===== src/rtl/register_file_pkg.sv =====
// Shared typedefs for the single-cycle core: data width, register index,
// register-file clear FSM states and the ALU operation set.
package register_file_pkg;

    localparam int XLEN = 32;

    typedef logic [4:0] reg_addr_t;

    typedef enum logic {
        CLEAR = 1'b0,
        READY = 1'b1
    } clear_state_e;

    typedef enum logic [2:0] {
        ALU_ADD = 3'd0,
        ALU_SUB = 3'd1,
        ALU_AND = 3'd2,
        ALU_OR  = 3'd3,
        ALU_XOR = 3'd4
    } alu_op_e;

    function automatic logic [XLEN-1:0] alu_exec(input alu_op_e op,
                                                 input logic [XLEN-1:0] a,
                                                 input logic [XLEN-1:0] b);
        logic [XLEN-1:0] result;
        result = '0;
        unique case (op)
            ALU_ADD: result = a + b;
            ALU_SUB: result = a - b;
            ALU_AND: result = a & b;
            ALU_OR:  result = a | b;
            ALU_XOR: result = a ^ b;
            default: result = '0;
        endcase
        return result;
    endfunction

endpackage


===== src/rtl/regfile_clear_seq.sv =====
// Post-reset clear sequencer: walks registers 1..NREGS-1 one per cycle and
// raises ready on the edge that zeroes the last one.
module regfile_clear_seq
    import register_file_pkg::*;
#(
    parameter int NREGS = 32
) (
    input  logic      clk,
    input  logic      rst,
    output reg_addr_t clearAddr,
    output logic      clearActive,
    output logic      ready
);

    localparam reg_addr_t LAST_ADDR = reg_addr_t'(NREGS - 1);

    clear_state_e state_q, state_d;
    reg_addr_t    count_q, count_d;

    // NOTE: state registers use non-blocking assignments so every flop samples
    // pre-edge values, independent of block ordering.
    always_ff @(posedge clk) begin
        if (rst) begin
            state_q <= CLEAR;
            count_q <= reg_addr_t'(1);
        end else begin
            state_q <= state_d;
            count_q <= count_d;
        end
    end

    // NOTE: defaults first so no path leaves a variable unassigned (no latches).
    always_comb begin
        state_d = state_q;
        count_d = count_q;
        unique case (state_q)
            CLEAR: begin
                count_d = count_q + reg_addr_t'(1);
                if (count_q == LAST_ADDR) begin
                    state_d = READY;
                end
            end
            READY: begin
                count_d = count_q;
            end
            default: state_d = CLEAR;
        endcase
    end

    assign clearAddr   = count_q;
    assign clearActive = (state_q == CLEAR);
    assign ready       = (state_q == READY);

endmodule


===== src/rtl/register_file.sv =====
// Two-read/one-write register file with hardwired x0 and a post-reset clear.
// Define REGFILE_BYPASS_EN for write-first reads; default build is read-first.
module register_file #(
    parameter int XLEN  = register_file_pkg::XLEN,
    parameter int NREGS = 32
) (
    input  logic                        clk,
    input  logic                        rst,
    input  register_file_pkg::reg_addr_t rs1Addr,
    input  register_file_pkg::reg_addr_t rs2Addr,
    input  register_file_pkg::reg_addr_t rdAddr,
    input  logic                        writeEnable,
    input  logic [XLEN-1:0]             writeData,
    output logic [XLEN-1:0]             readData1,
    output logic [XLEN-1:0]             readData2,
    output logic                        ready
);

    import register_file_pkg::*;

    reg_addr_t       clear_addr;
    logic            clear_active;
    logic            commit;
    logic            mem_we;
    reg_addr_t       mem_waddr;
    logic [XLEN-1:0] mem_wdata;
    logic [XLEN-1:0] regs_q [NREGS];

    regfile_clear_seq #(
        .NREGS(NREGS)
    ) u_clear_seq (
        .clk        (clk),
        .rst        (rst),
        .clearAddr  (clear_addr),
        .clearActive(clear_active),
        .ready      (ready)
    );

    // A user write only lands once the clear has finished; earlier ones are dropped.
    assign commit = writeEnable && ready && !rst && (rdAddr != '0);

    always_comb begin
        mem_we    = 1'b0;
        mem_waddr = rdAddr;
        mem_wdata = writeData;
        if (clear_active) begin
            mem_we    = 1'b1;
            mem_waddr = clear_addr;
            mem_wdata = '0;
        end else if (commit) begin
            mem_we = 1'b1;
        end
    end

    // NOTE: storage has no reset; the clear sequencer zeroes it after reset,
    // which keeps the array mappable onto plain flops or RAM.
    always_ff @(posedge clk) begin
        if (mem_we) begin
            regs_q[mem_waddr] <= mem_wdata;
        end
    end

    function automatic logic [XLEN-1:0] read_port(input reg_addr_t addr);
        logic [XLEN-1:0] value;
        value = regs_q[addr];
`ifdef REGFILE_BYPASS_EN
        if (commit && (addr == rdAddr)) begin
            value = writeData;
        end
`endif
        if (!ready || (addr == '0)) begin
            value = '0;
        end
        return value;
    endfunction

    always_comb begin
        readData1 = read_port(rs1Addr);
        readData2 = read_port(rs2Addr);
    end

endmodule


===== config.mk =====
export PLATFORM = sky130hd
export DESIGN_NAME = register_file
export DESIGN_NICKNAME = d
export VERILOG_FILES = /design/src/rtl/register_file_pkg.sv /design/src/rtl/regfile_clear_seq.sv /design/src/rtl/register_file.sv
export SDC_FILE = /design/constraint.sdc
export NUM_CORES = 1
export LEC_CHECK = 0
export BUFFER_PORTS_ARGS = -buffer_cell sky130_fd_sc_hd__buf_4
export CELL_PAD_IN_SITES_DETAIL_PLACEMENT = 0
export CELL_PAD_IN_SITES_GLOBAL_PLACEMENT = 1
export CORE_MARGIN = 1
export CORE_UTILIZATION = 54
export CTS_CLUSTER_DIAMETER = 200
export DETAILED_ROUTE_END_ITERATION = 8
export PLACE_DENSITY_LB_ADDON = 0.1
export SLEW_MARGIN = 0
export SYNTH_ARGS = -nofsm -noshare
export SYNTH_HDL_FRONTEND = slang
export SYNTH_HIERARCHICAL = 1
export SYNTH_SLANG_ARGS = --single-unit

===== constraint.sdc =====
create_clock -name clk -period 3.65 [get_ports clk]
set_input_delay 0.73 -clock clk [delete_from_list [all_inputs] [get_ports clk]]
set_output_delay 0.73 -clock clk [all_outputs]
set_load 0.02 [all_outputs]

# Word level (Yosys, flattened, before mapping)
# Memories as Yosys holds them, arrays and structs flattened.
# Cells that the tools add are included.
dict set report op_classes {
  n_mux 11
  eq_ne 1
  n_addsub 1
  n_reduce_logical 10
}
# op n
set op_table {}
lappend op_table {{32-bit 2-to-1 mux} 3}
lappend op_table {{5-bit zero test} 2}
lappend op_table {{5-bit 2-to-1 mux} 2}
lappend op_table {{1-bit 2-to-1 mux} 6}
lappend op_table {{5-bit by 1-bit adder with 5-bit output, second input constant} 1}
lappend op_table {{5-bit equality test, second input constant} 1}
lappend op_table {{5-bit nonzero test} 1}
lappend op_table {{1-bit logical AND} 3}
lappend op_table {{1-bit zero test} 2}
lappend op_table {{1-bit logical OR} 2}
dict set report word_totals {
  regBits 6
  elab_cells 26
  input_bits 50
  ramBits 1024
  memories 1
}
# memory words width read_ports rd_ports_with_merged_regs wr line
set mem_list {}
lappend mem_list {regs_q 32 32 2 0 1 register_file.sv:27} ;# logic [XLEN-1:0] regs_q [NREGS];

# Longest topological paths before layout
# Gate-level depths: netlist of run 1.
dict set report depth {
  ltp_word 7
  mapped_depth 9
}

# By module
# The synthesis of run 1 kept the hierarchy.
# mod n_inst area_each_um2 cells_each
set by_module_without_submodules {}
lappend by_module_without_submodules {register_file 1 48001.0 2874}
lappend by_module_without_submodules {regfile_clear_seq 1 274.0 25}

# Worst setup path after synthesis of run 1
# Ideal clock, no wire load.
dict set report synth_timing {
  path_kind {reg2reg}
  from {reg u_clear_seq.state_q (netlist: u_clear_seq/ready)}
  to {mem regs_q[10][0], enable pin}
  slack_ns 0.188
  arrival_ns 3.041
  required_time_ns 3.229
  stages_incl_launch_ff 8
  n_path_buf 3
  synth_period_minus_slack_ns 3.462
  cell_sequence {dfxtp_1 buf_6 inv_1 clkbuf_1 clkbuf_1 mux2i_1 nand3_1 nor2_1}
}
dict set report synth_between {
  elab_chain_len 7
  word_cells_on_any_way 8
  classes_between {mux: 5; reduce/logical: 3}
}
# item line
set synth_rtl {}
lappend synth_rtl {{start: declaration} regfile_clear_seq.sv:17} ;# clear_state_e state_q, state_d;
lappend synth_rtl {{start signal: assignment} regfile_clear_seq.sv:27} ;# state_q <= state_d;
lappend synth_rtl {{1-bit logical AND (3 in series)} register_file.sv:40} ;# assign commit = writeEnable && ready && !rst && (rdAddr != '0);
lappend synth_rtl {{1-bit 2-to-1 mux} register_file.sv:50} ;# end else if (commit) begin
lappend synth_rtl {{1-bit 2-to-1 mux} register_file.sv:46} ;# if (clear_active) begin
lappend synth_rtl {{1-bit 2-to-1 mux} register_file.sv:58} ;# if (mem_we) begin
lappend synth_rtl {{1-bit 2-to-1 mux (not written as such)} register_file.sv:59} ;# regs_q[mem_waddr] <= mem_wdata;
lappend synth_rtl {{end: declaration} register_file.sv:27}
# Parallel ways exist; a longest one is shown, timed or not.

# Final worst setup path of run 1
dict set report layout_timing {
  from {reg u_clear_seq.state_q (netlist: u_clear_seq/ready)}
  to {out readData1[16]}
}
dict set report layout_between {
  elab_chain_len 3
}
# item line
set layout_rtl {}
lappend layout_rtl {{1-bit zero test} register_file.sv:71} ;# if (!ready || (addr == '0)) begin
lappend layout_rtl {{1-bit logical OR} register_file.sv:71}
lappend layout_rtl {{32-bit 2-to-1 mux} register_file.sv:71}
lappend layout_rtl {{end: declaration} register_file.sv:14} ;# output logic [XLEN-1:0] readData1,
# No other way between the ends.

==> reports/results.tsv, run 1 <==
metric	value	unit
drcViolationCount	2	
synthesis.area	48300	µm²
hold_slack	0.264	ns
drt-initial-drc-count	4741	
grt_overflow	0	
cp.arrival	2.93	ns
placed_area	52900	µm²
critPathLaunch	u_clear_seq/ready$_SDFF_PP0_	
p_leak	19.0	nW
total_power	25.6	mW
wl_per_cell	38.0	µm
max-slew-margin-rel	9.20	%
io_buffers	114	
final_layout_size_suffix_gt1_share	32.9	%
powerDensity	455	nW/µm²
ant_nets	0	
final-seq-area	30900	µm²
violations	DRC, setup timing	
clockRootBuffer	clkbuf_16	
setup_viol	2	
synthDistinctLibCells	46	
via_count	32061	
hold_buffers	0	
start_kind	register	
path_cells	buf_4, nor3b_4, buf_4, nand3_1, nand4_1, buf_4	
first_pass_iters	8	
die_height	301	µm
synth_warnings	6	
setup_ws	-0.0142	ns
rows	109	
layout.nets	3201	
dp_cells	4204	
cts_buffer_depth	3	
synth_edf_count	1024	
min_period	3.66	ns
hpwl	102000	µm
cts_sinks	1030	
worst_path_largest_cell_delay	0.58	ns
min_from	rst	
p_int	19.8	mW
nFillCells	6203	
grt-busiest-layer	met2	
syn_inst	2899	
die_area	90600	µm²
htree_levels	3	
post_cts_buffers	0	
tightestPinTransition	1.36	ns
ios	115	
vdd_drop_max	343	µV
critPathMaxFanout	22	
min_period_over_period	100	%
coreArea	88500	µm²
use_met3	8.41	%
synth_nets	2951	
fin_area	56200	µm²
reg2reg_from	u_clear_seq/ready$_SDFF_PP0_	
cts_made_buffers	107	
timing.fmax	0.273	GHz
hold_violations	0	
mostFrequentLayoutCell	edfxtp_1	
p_switching	5.75	mW
antenna_found_initial	4	
grt_pass1_wl	232000	µm
status	complete, but fails checks	
pwr-share-clk	40.9	%
ys.flop_type	edfxtp_1	
clk_pin_slew	0.06	ns
stdcell_count	4396	
synth_seq_cells	1030	
syn_avg_cell_area	16.7	µm²
cts_tree	yes	
grt_max_degree	66	
yosysTopAreaCell	edfxtp_1	
seqPwrFrac	51.4	%
area_growth_syn_to_layout	16.3	%
crit_required	2.92	ns
diodes	0	
drt_wl_total	167000	µm
viasPerCell	7.29	
clk_latency	0.69	ns
grt_pass1_vias	31360	
combPwrFrac	7.7	%
synth-seq-area-share	63.9	%
synth_area_leaders	edfxtp_1, mux4_2, mux2i_1	
met1_usage	53.2	%
crit_path_end_kind	output port	
drv_cap	0	
met2_usage	54.6	%
preCtsSetupSlack	-0.0287	ns
async_flop_share	0	%
globalRouteTotalUtil	36.9	%
slowest_stage	buf_4	
maxSlewViolCount	0	
hp-class	in -> reg	
final_cell_mix	edfxtp_1, buf_4, mux2i_1	
clock_skew	0.0129	ns
synth_top_cell_area_share	63.7	%
rsz0062_at_grt	no	
crit_top_cell	buf_4	
initial_utilization	54.5	%
critPathKind	reg -> out	
switching_share	22.5	%
gp_congestion	0.885	
multi_input_area	16700	µm²
die_w	301	µm
[cell usage after synthesis, drive strengths merged, types with 4 or more instances]
cell type,instances
a211oi,65
a22o,32
a22oi,161
a31oi,31
and2,8
buf,124
clkbuf,115
dfxtp,6
edfxtp,1024
mux2,198
mux2i,262
mux4,253
nand2,73
nand2b,7
nand3,97
nand4,63
nor2,50
nor2b,103
nor3,4
o21ai,67
o22ai,66
o31a,31
or3,31
[power groups by stage]
| stage | sequential [mW] | combinational (mW) | clock [mW] |
|---|---|---|---|
| floorplan | 13.3 | 1.13 | 0 |
| global placement | 13.4 | 1.91 | 0 |
| detailed placement | 13.4 | 1.93 | 0 |
| CTS | 13.1 | 1.93 | 10.5 |
| global route | 13.1 | 2.02 | 10.9 |
| finish | 13.1 | 1.96 | 10.5 |
[sequential cells by signal, indices dropped and copies added, names as in the netlist]
signal and cells:
regs_q 1024, u_clear_seq/clearAddr 5, u_clear_seq/ready 1
[critical path: cells and delay by family, from the launching register on]
| kind | cells | cell delay [ns] |
|---|---|---|
| buf+inv | 3 | 1.03 |
| flops | 1 | 0.37 |
| simple gates | 3 | 0.82 |
[routing by layer]
| metal | up-vias | share of wire (%) |
|---|---|---|
| li1 | 12539 | - |
| met1 | 16634 | 38 |
| met2 | 2472 | 45 |
| met3 | 414 | 13 |
| met4 | 2 | 4.2 |
| met5 | - | 0.0042 |
[through the flow]
stage          util, %  TNS, ns
4_1_cts           63.4        0
6_report          63.4  -0.0237
3_5_place_dp      59.7  -0.0332
5_1_grt           63.4        0
2_1_floorplan        -        0
3_3_place_gp      59.7  -0.0819
[worst paths after layout]
kind                                                               to  slack (ns)  cells after the start
worst min-delay path            u_clear_seq/clearAddr[2]$_SDFFE_PP0N_        0.26                      2
worst max register to register               regs_q[26][23]$_DFFE_PP_        0.87                      7
worst min register to register  u_clear_seq/clearAddr[3]$_SDFFE_PP0N_        0.60                      2
worst max-delay path                                    readData1[16]       -0.01                      6
[area by class of cell]
class                   instances  share of cell area [%]
multi-input cells            1629                    29.8
clock buffers                 132                    5.01
inverters                       2                  0.0134
repair buffers                379                    6.79
clock inverters                59                   0.833
flip-flops and latches       1030                    55.0
well taps                    1165                    2.60
[kinds of logic (layout without fill, tap and decap cells)]
kind of cell | count (synthesis) | in the layout | share of synthesized area (%)
AOI/OAI and AO/OA | 456 | 456 | 6.65
xor gates and xnor gates | 3 | 3 | 0.0544
adders and majority gates | 2 | 2 | 0.0518
buffers and inverters | 241 | 572 | 2.34
DFF | 1030 | 1030 | 63.9
muxes | 713 | 713 | 21.9
and+or+nand+nor | 454 | 455 | 5.10
[what timing repair did]
action / 4_1_cts / 5_1_grt
pin swaps: 1 / 0
gates resized for setup: 1 / 2
setup endpoints to repair: 2 / 4
gates cloned: 0 / 1
Note: power is estimated with default switching activity, not from simulation.
==> run 2: changes to the inputs <==
--- a/config.mk
+++ b/config.mk
@@ -5,13 +5,14 @@
 export SDC_FILE = /design/constraint.sdc
 export NUM_CORES = 1
 export LEC_CHECK = 0
-export BUFFER_PORTS_ARGS = -buffer_cell sky130_fd_sc_hd__buf_4
+export BUFFER_PORTS_ARGS = -buffer_cell sky130_fd_sc_hd__clkbuf_2
 export CELL_PAD_IN_SITES_DETAIL_PLACEMENT = 0
 export CELL_PAD_IN_SITES_GLOBAL_PLACEMENT = 1
 export CORE_MARGIN = 1
 export CORE_UTILIZATION = 54
 export CTS_CLUSTER_DIAMETER = 200
 export DETAILED_ROUTE_END_ITERATION = 8
+export GPL_ROUTABILITY_DRIVEN = 0
 export PLACE_DENSITY_LB_ADDON = 0.1
 export SLEW_MARGIN = 0
 export SYNTH_ARGS = -nofsm -noshare
==> run 2 against run 1 <==
Effect of this change:
- the flow finishes with violations (DRC)
- largest cell class unchanged
- count of clock-buffer cells in the layout decreased by 6
- wire length is 0.29% higher
- die area stayed put
- critical path depth grew 1
- non-clock buffer count down 28
- cell count shrank 0.59%
- clock power hardly changed
==> reports/results.tsv, run 2 (synthesis gave the netlist of run 1 again) <==
metric	value	unit	change
grt_overflow	0		unchanged
vdd_drop_max	432	µV	+26%
cts_sinks	1030		unchanged
coreArea	88500	µm²	unchanged
diodes	0		unchanged
min_period	3.63	ns	-0.0311 ns
largest_register_ffs	1024		unchanged
drcViolationCount	2		unchanged
htree_levels	3		unchanged
die_w	301	µm	unchanged
hold_buffers	0		unchanged
drt-initial-drc-count	4647		-2.0%
powerDensity	461	nW/µm²	+1.2%
nFillCells	6281		+1.3%
p_int	20.0	mW	+0.79%
critPathKind	in -> out		
p_switching	5.76	mW	+0.17%
via_count	31744		-0.99%
final_layout_size_suffix_gt1_share	32.2	%	-0.70 points
cts_made_buffers	107		unchanged
crit_path_end_kind	output port		
ant_nets	0		unchanged
tightestPinTransition	1.29	ns	-0.0642 ns
status	complete, but fails checks		
die_area	90600	µm²	unchanged
combPwrFrac	7.5	%	-0.2 points
path_buf_inv	3		unchanged
switching_share	22.4	%	-0.11 points
worst_path_largest_cell_delay	0.90	ns	+0.32 ns
top_register	regs_q		
hold_violations	0		unchanged
start_kind	input port		
clk_latency	0.69	ns	about the same
path_cells	buf_8, nor2_4, buf_4, a22oi_1, nand3_1, nand4_1, clkbuf_2		
clockRootBuffer	clkbuf_16		
cp.arrival	2.90	ns	-0.03 ns
io_buffers	114		unchanged
wl_per_cell	38.3	µm	+0.89%
hpwl	99100	µm	-2.5%
grt_max_degree	77		+17%
final_cell_mix	edfxtp_1, mux2i_1, mux4_2		
clock_skew	0.0258	ns	+0.0128 ns
cts_tree	yes		
grt_pass1_wl	232000	µm	about the same
cpLargestDelayFamily	simple AND/OR/NAND/NOR gates		
maxSlewViolCount	0		unchanged
first_pass_iters	8		unchanged
rsz0062_at_grt	yes		
tns	0	ns	+0.0237 ns
cts_buffer_depth	3		unchanged
ios	115		unchanged
globalRouteTotalUtil	37.0	%	+0.073 points
grt_pass1_vias	31288		-0.23%
antenna_found_initial	0		-4
slowest_stage	nor2_4		
max-slew-margin-rel	13.5	%	+4.3 points
mostFrequentLayoutCell	edfxtp_1		
violations	DRC		
drt_wl_total	167000	µm	+0.29%
hp-class	in -> reg		
clk_pin_slew	0.06	ns	about the same
min_period_over_period	99.5	%	-0.85 points
pwr-share-clk	41.5	%	+0.6 points
crit_required	2.92	ns	about the same
p_leak	18.8	nW	-0.88%
layout.nets	3173		-0.87%
initial_utilization	54.5	%	unchanged
die_height	301	µm	unchanged
viasPerCell	7.26		-0.40%
critPathMaxFanout	26		+18%
drv_cap	0		unchanged
area_growth_syn_to_layout	15.6	%	
timing.fmax	0.275	GHz	+0.86%
fin_util	63.1	%	-0.38 points
setup_viol	0		-2
seqPwrFrac	51.1	%	-0.3 points
rows	109		unchanged
==> run 2: cell count changes in the layout (fill, tap and decap cells not counted), moves of 3 or more <==
cell / delta
clkbuf_2: +108
bufinv_16: +3
buf_4: -143
clkinvlp_4: -3
clkinv_1: +11
clkinv_2: -3
clkbuf_1: -6
buf_12: +4
==> run 2: path summary, 6_finish.rpt <==
path                                              start                                     to  slack (ns)  depth (start not counted)
hold / removal                                      rst  u_clear_seq/clearAddr[2]$_SDFFE_PP0N_        0.32                          2
setup / recovery                             rs1Addr[0]                           readData1[0]        0.02                          7
hold reg to reg   u_clear_seq/clearAddr[4]$_SDFFE_PP0N_  u_clear_seq/clearAddr[4]$_SDFFE_PP0N_        0.58                          2
setup reg to reg           u_clear_seq/ready$_SDFF_PP0_               regs_q[26][19]$_DFFE_PP_        0.58                          6
==> run 2: layer usage <==
metal	vias up	GRT usage (%)	share of wire [%]
met5	-	0	0
met4	0	13.7	4.1
met3	397	8.86	13
met2	2440	55.5	45
met1	16446	52.8	38
li1	12461	-	-
==> run 2: layout make-up <==
type,instances,area (µm²),area share (%)
Clock buffer,126,2790,5.00
Multi-Input combinational cell,1629,16700,30.0
Clock inverter,67,559,1.00
Timing Repair Buffer,351,3410,6.11
Tap cell,1165,1460,2.61
Inverter,2,7.51,0.0134
Sequential cell,1030,30900,55.3
==> run 2: power groups by stage <==
stage	Clock, mW	Combinational, mW	Sequential, mW
2_1_floorplan	0	1.13	13.3
3_3_place_gp	0	1.87	13.4
3_5_place_dp	0	1.88	13.4
4_1_cts	10.7	1.89	13.1
5_1_grt	11.2	1.98	13.1
6_report	10.7	1.93	13.1
==> run 2: timing repair <==
item / in CTS / in global routing
buffers inserted: 0 / 1
gates resized for setup: 0 / 5
hold endpoints to repair: 0 / 0
setup endpoints to repair: 0 / 5
==> run 2: stage by stage <==
step                instances  hold WS, ns  setup WS [ns]  cell area (µm²)  power (mW)
floorplan                2899        0.509          0.188            48300        14.5
global placement         4175        0.547         0.0379            52400        15.2
global route             4370        0.323        -0.0107            55800        26.3
CTS                      4368        0.299         0.0122            55800        25.7
finish                   4370        0.321         0.0169            55800        25.7
detailed placement       4175        0.566         0.0107            52400        15.3
